## src/rtl/ofm_pkg.sv

```systemverilog
// ============================================================================
// Module      : ofm_pkg
// Description : Shared widths, activation constants and helpers for the OFM
//               post-processing path (bias add, leaky ReLU, requantise).
// Revision    : 1.0 - initial release
// ============================================================================
`default_nettype none

package ofm_pkg;

    localparam int PSUM_WIDTH  = 16;
    localparam int DATA_WIDTH  = 8;
    localparam int SUM_WIDTH   = 18;
    localparam int LEAKY_SHIFT = 3;
    localparam int SAT_MAX     = 127;
    localparam int SAT_MIN     = -128;

    // Index width that stays legal for a single-lane configuration.
    function automatic int idx_width(input int n);
        return (n > 1) ? $clog2(n) : 1;
    endfunction

endpackage

`default_nettype wire

```

## src/rtl/ofm_sync_fifo.sv

```systemverilog
// ============================================================================
// Module      : ofm_sync_fifo
// Description : Single-clock FIFO with occupancy count; the head is presented
//               combinationally and reads as zero while empty.
// Revision    : 1.0 - initial release
// ============================================================================
`default_nettype none

module ofm_sync_fifo #(
    parameter int WIDTH = 8,
    parameter int DEPTH = 4,
    localparam int PTR_W = (DEPTH > 1) ? $clog2(DEPTH) : 1,
    localparam int CNT_W = $clog2(DEPTH + 1)
) (
    input  logic             clk,
    input  logic             rst,
    input  logic             i_push,
    input  logic [WIDTH-1:0] i_data,
    input  logic             i_pop,
    output logic [WIDTH-1:0] o_data,
    output logic             o_valid,
    output logic [CNT_W-1:0] o_count
);

    logic [WIDTH-1:0] r_mem [DEPTH];
    logic [PTR_W-1:0] r_wr_ptr;
    logic [PTR_W-1:0] r_rd_ptr;
    logic [CNT_W-1:0] r_count;
    logic             w_do_push;
    logic             w_do_pop;
    logic [PTR_W-1:0] w_wr_next;
    logic [PTR_W-1:0] w_rd_next;

    assign w_do_pop  = i_pop && (r_count != '0);
    // A full FIFO may still accept a write when the head leaves on the same edge.
    assign w_do_push = i_push && ((r_count != CNT_W'(DEPTH)) || w_do_pop);

    assign w_wr_next = (r_wr_ptr == PTR_W'(DEPTH - 1)) ? '0 : r_wr_ptr + PTR_W'(1);
    assign w_rd_next = (r_rd_ptr == PTR_W'(DEPTH - 1)) ? '0 : r_rd_ptr + PTR_W'(1);

    always_ff @(posedge clk) begin
        if (w_do_push) begin
            r_mem[r_wr_ptr] <= i_data;
        end
    end

    always_ff @(posedge clk) begin
        if (rst) begin
            r_wr_ptr <= '0;
            r_rd_ptr <= '0;
            r_count  <= '0;
        end else begin
            if (w_do_push) begin
                r_wr_ptr <= w_wr_next;
            end
            if (w_do_pop) begin
                r_rd_ptr <= w_rd_next;
            end
            case ({w_do_push, w_do_pop})
                2'b10:   r_count <= r_count + CNT_W'(1);
                2'b01:   r_count <= r_count - CNT_W'(1);
                default: r_count <= r_count;
            endcase
        end
    end

    assign o_valid = (r_count != '0);
    assign o_data  = o_valid ? r_mem[r_rd_ptr] : '0;
    assign o_count = r_count;

endmodule

`default_nettype wire

```

## src/rtl/ofm_post_process.sv

```systemverilog
// ============================================================================
// Module      : ofm_post_process
// Description : Per-lane bias add, optional leaky ReLU, rounding right-shift
//               and int8 saturation, two-stage pipeline into an output FIFO.
// Revision    : 1.0 - initial release
// ============================================================================
`default_nettype none

module ofm_post_process #(
    parameter int SYSTOLIC_SIZE = 16,
    parameter int PSUM_WIDTH    = ofm_pkg::PSUM_WIDTH,
    parameter int DATA_WIDTH    = ofm_pkg::DATA_WIDTH,
    parameter int FIFO_DEPTH    = 4
) (
    input  logic                                        clk,
    input  logic                                        rst,
    input  logic                                        in_valid,
    output logic                                        in_ready,
    input  logic [SYSTOLIC_SIZE*PSUM_WIDTH-1:0]         in_data,
    input  logic                                        in_last,
    input  logic                                        bias_we,
    input  logic [ofm_pkg::idx_width(SYSTOLIC_SIZE)-1:0] bias_idx,
    input  logic [PSUM_WIDTH-1:0]                       bias_data,
    input  logic [3:0]                                  cfg_shift,
    input  logic                                        cfg_leaky_en,
    output logic                                        out_valid,
    input  logic                                        out_ready,
    output logic [SYSTOLIC_SIZE*DATA_WIDTH-1:0]         out_data,
    output logic                                        out_last,
    output logic                                        sat_flag
);

    import ofm_pkg::*;

    localparam int IDX_W  = idx_width(SYSTOLIC_SIZE);
    localparam int RW     = SUM_WIDTH + 1;
    localparam int OUT_W  = SYSTOLIC_SIZE * DATA_WIDTH;
    localparam int BEAT_W = OUT_W + 1;
    localparam int CNT_W  = $clog2(FIFO_DEPTH + 1);
    localparam int IW     = CNT_W + 1;

    localparam logic signed [RW-1:0] c_sat_max   = RW'(SAT_MAX);
    localparam logic signed [RW-1:0] c_sat_min   = RW'(SAT_MIN);
    localparam logic [IDX_W:0]       c_num_lanes = (IDX_W + 1)'(SYSTOLIC_SIZE);

    logic [PSUM_WIDTH-1:0]    r_bias [SYSTOLIC_SIZE];
    logic                     r_s1_valid;
    logic                     r_s1_last;
    logic [3:0]               r_s1_shift;
    logic                     r_s2_valid;
    logic                     r_s2_last;
    logic [OUT_W-1:0]         r_s2_data;
    logic                     r_sat_flag;

    logic                     w_accept;
    logic [OUT_W-1:0]         w_s2_data;
    logic [SYSTOLIC_SIZE-1:0] w_clip;
    logic [CNT_W-1:0]         w_fifo_count;
    logic [IW-1:0]            w_inflight;
    logic [BEAT_W-1:0]        w_head;

    assign w_accept = in_valid && in_ready;

    // Beats already in the pipeline hold a reserved FIFO slot, so nothing stalls.
    assign w_inflight = IW'(w_fifo_count) + IW'(r_s1_valid) + IW'(r_s2_valid);
    assign in_ready   = (w_inflight < IW'(FIFO_DEPTH));

    always_ff @(posedge clk) begin
        if (rst) begin
            for (int i = 0; i < SYSTOLIC_SIZE; i++) begin
                r_bias[i] <= '0;
            end
        end else if (bias_we && ({1'b0, bias_idx} < c_num_lanes)) begin
            r_bias[bias_idx] <= bias_data;
        end
    end

    for (genvar g = 0; g < SYSTOLIC_SIZE; g++) begin : g_lane
        logic signed [SUM_WIDTH-1:0] w_sum;
        logic signed [SUM_WIDTH-1:0] w_act;
        logic signed [SUM_WIDTH-1:0] r_s1_sum;
        logic signed [RW-1:0]        w_ext;
        logic signed [RW-1:0]        w_rnd;
        logic signed [RW-1:0]        w_shr;
        logic                        w_hi;
        logic                        w_lo;

        assign w_sum = SUM_WIDTH'($signed(in_data[g*PSUM_WIDTH +: PSUM_WIDTH]))
                     + SUM_WIDTH'($signed(r_bias[g]));
        assign w_act = (cfg_leaky_en && w_sum[SUM_WIDTH-1]) ? (w_sum >>> LEAKY_SHIFT) : w_sum;

        always_ff @(posedge clk) begin
            if (w_accept) begin
                r_s1_sum <= w_act;
            end
        end

        // One extra bit of headroom keeps the rounding add from wrapping.
        assign w_ext = RW'(r_s1_sum);
        assign w_rnd = (r_s1_shift == 4'd0) ? '0 : (RW'(1) <<< (r_s1_shift - 4'd1));
        assign w_shr = (w_ext + w_rnd) >>> r_s1_shift;

        assign w_hi      = (w_shr > c_sat_max);
        assign w_lo      = (w_shr < c_sat_min);
        assign w_clip[g] = w_hi | w_lo;
        assign w_s2_data[g*DATA_WIDTH +: DATA_WIDTH] =
            w_hi ? DATA_WIDTH'(SAT_MAX) :
            w_lo ? DATA_WIDTH'(SAT_MIN) : w_shr[DATA_WIDTH-1:0];
    end

    always_ff @(posedge clk) begin
        if (rst) begin
            r_s1_valid <= 1'b0;
            r_s1_last  <= 1'b0;
            r_s1_shift <= 4'd0;
            r_s2_valid <= 1'b0;
            r_s2_last  <= 1'b0;
            r_s2_data  <= '0;
            r_sat_flag <= 1'b0;
        end else begin
            r_s1_valid <= w_accept;
            if (w_accept) begin
                r_s1_last  <= in_last;
                r_s1_shift <= cfg_shift;
            end
            r_s2_valid <= r_s1_valid;
            if (r_s1_valid) begin
                r_s2_data <= w_s2_data;
                r_s2_last <= r_s1_last;
                if (|w_clip) begin
                    r_sat_flag <= 1'b1;
                end
            end
        end
    end

    ofm_sync_fifo #(
        .WIDTH (BEAT_W),
        .DEPTH (FIFO_DEPTH)
    ) u_fifo (
        .clk     (clk),
        .rst     (rst),
        .i_push  (r_s2_valid),
        .i_data  ({r_s2_last, r_s2_data}),
        .i_pop   (out_ready),
        .o_data  (w_head),
        .o_valid (out_valid),
        .o_count (w_fifo_count)
    );

    assign out_data = w_head[OUT_W-1:0];
    assign out_last = w_head[BEAT_W-1];
    assign sat_flag = r_sat_flag;

endmodule

`default_nettype wire

```

## config.mk

```make
export PLATFORM = sky130hd
export DESIGN_NAME = ofm_post_process
export DESIGN_NICKNAME = d
export VERILOG_FILES = /design/src/rtl/ofm_pkg.sv /design/src/rtl/ofm_sync_fifo.sv /design/src/rtl/ofm_post_process.sv
export SDC_FILE = /design/constraint.sdc
export NUM_CORES = 2
export LEC_CHECK = 0
export ABC_AREA = 1
export CAP_MARGIN = 20
export CORE_UTILIZATION = 26
export CTS_CLUSTER_SIZE = 28
export DETAILED_ROUTE_END_ITERATION = 10
export MAX_ROUTING_LAYER = met4
export PLACE_DENSITY_LB_ADDON = 0.1
export SYNTH_ARGS = -nofsm -noshare
export SYNTH_HDL_FRONTEND = slang
export SYNTH_SLANG_ARGS = --single-unit
```

## constraint.sdc

```tcl
create_clock -name clk -period 25 [get_ports clk]
set_clock_uncertainty 0.1 [all_clocks]
set_input_delay 5 -clock clk [delete_from_list [all_inputs] [get_ports clk]]
set_output_delay 5 -clock clk [all_outputs]
set_load 0.05 [all_outputs]
```

== After elaboration in Yosys (flattened, before gate mapping) ==
Memories as Yosys holds them, arrays and structs flattened. A register that Yosys moved wholly into a read port is not among the register bits.
Cells that the tools add are included.
Word-level totals
  register bits after elaboration: 416
  memories: 2
  output and inout port bits: 132
  word-level logic and storage cells: 229
  bits in writable memories: 772
  input bits: 287
Operators by class
  reductions and logical operators: 26
  $add $sub $neg: 39
  muxes and demuxes: 65
  eq/ne operators: 5
  $lt $le $gt $ge: 33
  bitwise logic cells: 16
  shift-type cells: 17
Memories
  u_fifo.r_mem: words 4, width 129, rd ports 1, clocked after Yosys merged registers in 1, wr ports 1, RTL line ofm_sync_fifo.sv:25  | logic [WIDTH-1:0] r_mem [DEPTH];
  r_bias: words 16, width 16, rd ports 16, clocked after Yosys merged registers in 0, wr ports 16, RTL line ofm_post_process.sv:46  | logic [PSUM_WIDTH-1:0] r_bias [SYSTOLIC_SIZE];
Operator list (number)
  $add 17x19->19: 16
  $gt 19x8->1 const B: 16
  $lt 19x8->1 const B: 16
  $sshr 19x4->19: 16
  $add 16x16->17: 16
  $mux 16: 17
  $mux 8: 32
  $mux 129: 1
  $reduce_or 16->1: 2
  $logic_and 1x1->1: 19
  $mux 19: 1
  $sshl 1x4->19 const A: 1
  $or 1x1->1: 16
  $mux 1: 8
  $mux 2: 4
  $eq 2x2->1 const B: 3
  $pmux 3 s2: 1
  $add 2x1->2 const B: 2
  $add 3x1->4: 1
  $add 4x1->4: 1
  $logic_not 4->1: 1
  $lt 4x3->1 const B: 1
  $mux 4: 1
  $sub 4x1->4 const B: 1
  8 further kinds: 8

== Longest topological paths before layout ==
  depth after elaboration: 9
  gate-level depth with buffers: 39
  gate-level depth less buffers: 35

== Hierarchy ==
Synthesis repeated with hierarchy kept, for this count alone.
Second synthesis, totals
  cells, all modules: 11522
  area, all modules: 85714.7 um^2
Modules (own cells, without submodules)
  ofm_post_process: cells an instance 9936, area each 65233.8 um^2, sequential area each 18597.8 um^2, times used 1
  ofm_sync_fifo: cells an instance 1586, area each 20480.9 um^2, sequential area each 15675.0 um^2, times used 1

== Worst setup path after synthesis ==
OpenSTA, ideal clock, no wires.
  path kind: input -> register
  start: input port out_ready
  end: memory u_fifo.r_mem[0][0] in the netlist's numbering (enable)
  buffers on the path: 0
  slack: 13.496 ns
  required time: 24.281 ns
  stages: 4
  setup time: 0.619 ns
  data arrival time: 10.785 ns
  path through: inv_1 > a31oi_1 > clkinv_1 > nor2_1
On the way
  word-level cells in the longest chain between the ends: 5
RTL lines
  start, declared: RTL line ofm_post_process.sv:27  | input logic out_ready,
  $logic_and 1x1->1: RTL line ofm_sync_fifo.sv:34  | assign w_do_pop = i_pop && (r_count != '0);
  $logic_or 1x1->1: RTL line ofm_sync_fifo.sv:36  | assign w_do_push = i_push && ((r_count != CNT_W'(DEPTH)) || w_do_pop);
  $logic_and 1x1->1: RTL line ofm_sync_fifo.sv:36
  $mux 1: RTL line ofm_sync_fifo.sv:42  | if (w_do_push) begin
  $mux 1 (not written as such): RTL line ofm_sync_fifo.sv:43  | r_mem[r_wr_ptr] <= i_data;
  end, declared: RTL line ofm_sync_fifo.sv:25
No other way between the ends.

==> summary.md <==
| Metric | Value |
|---|---|
| Count of input and output buffers | `roughly 420` |
| Crit path max-delay family | `buffers and inverters` |
| GR Util met1 | `0.3094` |
| Register area share after synthesis | `0.4015` |
| Vias in the first global route | `76276` |
| Distinct cell type count after synthesis | `62` |
| Worst Path Required | `a little under 20 ns` |
| Met2 Use GR | `0.3421` |
| EDFF count, synth | `approximately 1000` |
| Layout cells sized above 1 | `0.04299` |
| Min Hold Slack | `around 0.37 ns` |
| Psw | `between 4000 and 5000 uW` |
| Leading cell type in the layout, fill and taps excluded | `nand2_1` |
| Avg Cell Area, Syn | `~7.5 sq um` |
| P&R area growth vs syn | `16.23%` |
| Remaining DRCs | `0` |
| Slowest library cell on the worst path | `clkdlybuf4s50_1` |
| DR WL/cell | `about 22 microns` |
| Root buf cell | `clkbuf_16` |
| Post-cts gate resize count | `0` |
| Final setup vio count | `0` |
| Main synth FF type | `edfxtp_1` |
| Largest net degree at the start of global routing | `160` |
| Overflow after GRT | `0` |
| All-Layer GR Usage | `0.2198` |
| Met3 Use GR | `0.02070` |
| Asr flop ratio synth | `0` |
| Nets | `between 10000 and 15000` |
| Tmin final | `around 10 ns` |
| Leak Pwr | `approximately 0.043 uW` |
| First-pass GRT wire length | `between 500000 and 600000 microns` |
| Worst-Margin Slew | `about 1.1 ns` |
| Part of the power in the clock network | `0.237` |
| Core Area | `about 330000 sq um` |
| Internal power | `4989 uW` |
| Global routing's busiest layer | `met2` |
| Hold Vio Cnt, Final | `0` |
| CTS buffer count | `around 150` |
| Fin crit share | `0.4003` |
| RePlAce Congestion | `about 0.90` |
| Die area | `between 300000 and 400000 sq um` |
| Row count | `210` |
| DIE HEIGHT | `~580 microns` |
| Comb power frac | `0.476` |
| Postcts setup bufs | `0` |
| Synthesized area | `~85000 sq um` |
| Slowest stage delay, CP | `0.93 ns` |
| Sw Share | `0.4645` |
| Clock buffer depth | `4` |
| Status | `finished, final reports clean` |
| F_max | `~0.1 GHz` |
| Drt via density | `~5.0` |
| Final-report max-slew violation count | `0` |
| H-tree level count | `4` |
| Clock latency at the later pin of the worst-skew pair | `between 0.8 and 0.9 ns` |
| Max_slew headroom | `0.2908` |
| Crit path kind | `reg -> out` |
| Buf+Inv Stages, Crit Path | `3` |
| VDD IR-drop max | `0.05855 mV` |
| TritonCTS clock tree | `built` |
| Sequential power share | `0.287` |
| RSZ-0062 raised after global routing | `no` |
| Crit-path max FO | `66` |
| Final antenna-violating net count | `0` |
| CP Cell Sequence | `buf_4, buf_4, nor2_1, nor2_1, o21ai_0, a21oi_1, clkdlybuf4s50_1` |
| Yosys Warn Count | `0` |
| #FFs+latches synth | `roughly 1200` |
| Clock Sink Count | `approximately 1200` |
| Via Count | `80500` |
| DRT Wirelength | `362500 microns` |
| Fin Setup TNS | `0 ns` |
| Fin util | `0.3036` |
| Post-CTS Hold Fix Bufs | `0` |
| Antenna violations before repair | `22` |
| Final total power | `9316 uW` |
| Drt pass-1 iters | `7` |
| Detailed placement HPWL | `272400 microns` |
| CP Launch Type | `flop` |
| Reg clk slew, reported paths | `approximately 0.060 ns` |
| DRT iter0 DRCs | `between 6000 and 7000` |
| Crit path DAT | `~4.9 ns` |
| Die Width | `approximately 580 microns` |
| PwrDens | `between 90 and 100 nW/um^2` |
| Most frequent cells in the layout | `2856 x nand2_1, 1663 x nand3_1, 1254 x nor2_1, 1044 x edfxtp_1, 914 x o21ai_0` |
| Syn Inst Count | `between 10000 and 15000` |
| Hold/Removal Path Class | `reg -> reg` |
| I/O pin cnt | `419` |
| Initial Utilization | `0.2612` |
| Worst Setup End Kind | `output port` |
| Max-Cap Viols | `0` |
## tightest hold or removal path, stage by stage (launching register included)
cell     delay, ns
dfxtp_1       0.33
nand2_1       0.06
nand2_1       0.04
## cell usage after synthesis, types with 3 or more instances
master	number	area, sq um
o21bai_1	43	322.8
xor2_1	195	1708
nand2_2	40	250.2
ha_1	454	5680
nand3b_1	16	120.1
buf_1	104	390.4
or2_2	3	18.77
nand3_2	20	200.2
buf_4	6	45.04
o311ai_0	12	105.1
a21oi_2	5	43.79
o21ai_0	914	4574
o211ai_1	82	615.6
a21oi_1	736	3684
inv_1	833	3127
clkbuf_1	325	1220
edfxtp_1	1044	31350
a21o_1	11	82.58
nand3_4	15	262.8
o31ai_1	3	22.52
nor2_1	1271	4771
a211oi_1	15	112.6
nand4_1	152	950.9
mux2i_1	7	70.07
nand2_1	2856	10720
nor2_2	16	100.1
nor2_4	3	33.78
nand3_1	1663	8323
o21ai_1	6	30.03
inv_2	18	67.56
xnor2_1	89	779.5
a31oi_1	40	250.2
nand2_4	4	45.04
o21a_1	14	105.1
nor3_1	71	355.3
o22ai_1	18	112.6
fa_1	33	660.6
buf_2	37	185.2
and3_1	5	31.28
a21boi_0	6	45.04
nor3b_1	7	52.55
nor4_1	22	137.6
buf_6	9	101.4
dfxtp_1	146	2923
o221ai_1	40	350.3
## per-stage QoR
stage / area, sq um / instances / setup slack (ns)
floorplan: 85420 / 11446 / 13.50
global placement: 94170 / 15836 / 15.69
detailed placement: 94190 / 15837 / 15.72
CTS: 99160 / 16114 / 14.81
global route: 99210 / 16123 / 14.74
finish: 99220 / 16129 / 14.99
## final timing paths
| check | from | endpoint | cells after the start | slack, ns |
|---|---|---|---|---|
| max reg2reg | r_s1_shift[0]$_SDFFE_PP0P_ | sat_flag$_SDFFE_PP0P_ | 33 | 17.51 |
| min | sat_flag$_SDFFE_PP0P_ | sat_flag$_SDFFE_PP0P_ | 2 | 0.37 |
| min reg2reg | sat_flag$_SDFFE_PP0P_ | sat_flag$_SDFFE_PP0P_ | 2 | 0.37 |
| max | flop | out_data[25] | 7 | 14.99 |
## power by group through the flow
stage	clock network [uW]	logic, uW	registers [uW]
after floorplan	0	2930	2580
after global placement	0	4430	2720
after detailed placement	0	4420	2730
after CTS	2280	4440	2690
after global routing	2340	4880	2700
final	2210	4430	2680
## state kept, by name, summed over array words and instances, names as in the netlist, named ones only
signal           cells
u_fifo.r_mem       516
g_lane.r_s1_sum    272
r_bias             256
r_s2_data          128
r_s1_shift           4
u_fifo.o_count       3
u_fifo.r_rd_ptr      2
u_fifo.r_wr_ptr      2
r_s1_last            1
r_s1_valid           1
r_s2_last            1
r_s2_valid           1
sat_flag             1
## metal layers
layer	vias up	share of wire
met1	38578	0.49
met2	1878	0.45
met3	310	0.040
li1	39734	-
met5	-	0
met4	0	0.020
## cell type report
cell class                      count  area [sq um]
Inverter                          855          3269
Antenna cell                       13         32.53
Multi-Input combinational cell   8919         46110
Clock buffer                      200          4277
Sequential cell                  1190         34300
Fill cell                       35250        227600
Timing Repair Buffer              529          5110
Clock inverter                     77         689.4
Tap cell                         4346          5438
## cells by family after synthesis
kind of cell | Yosys count | share of synthesized area
XOR/XNOR | 284 | 0.02914
AND/OR/NAND/NOR | 6172 | 0.3102
flip-flops | 1190 | 0.4015
buffers and inverters | 1337 | 0.06071
other | 1 | 0.00004393
adder cells (fa/ha/maj) | 487 | 0.07428
AO/OA/AOI/OAI | 1953 | 0.1233
multiplexers | 7 | 0.0008208
(Power assumes the default switching activity.)
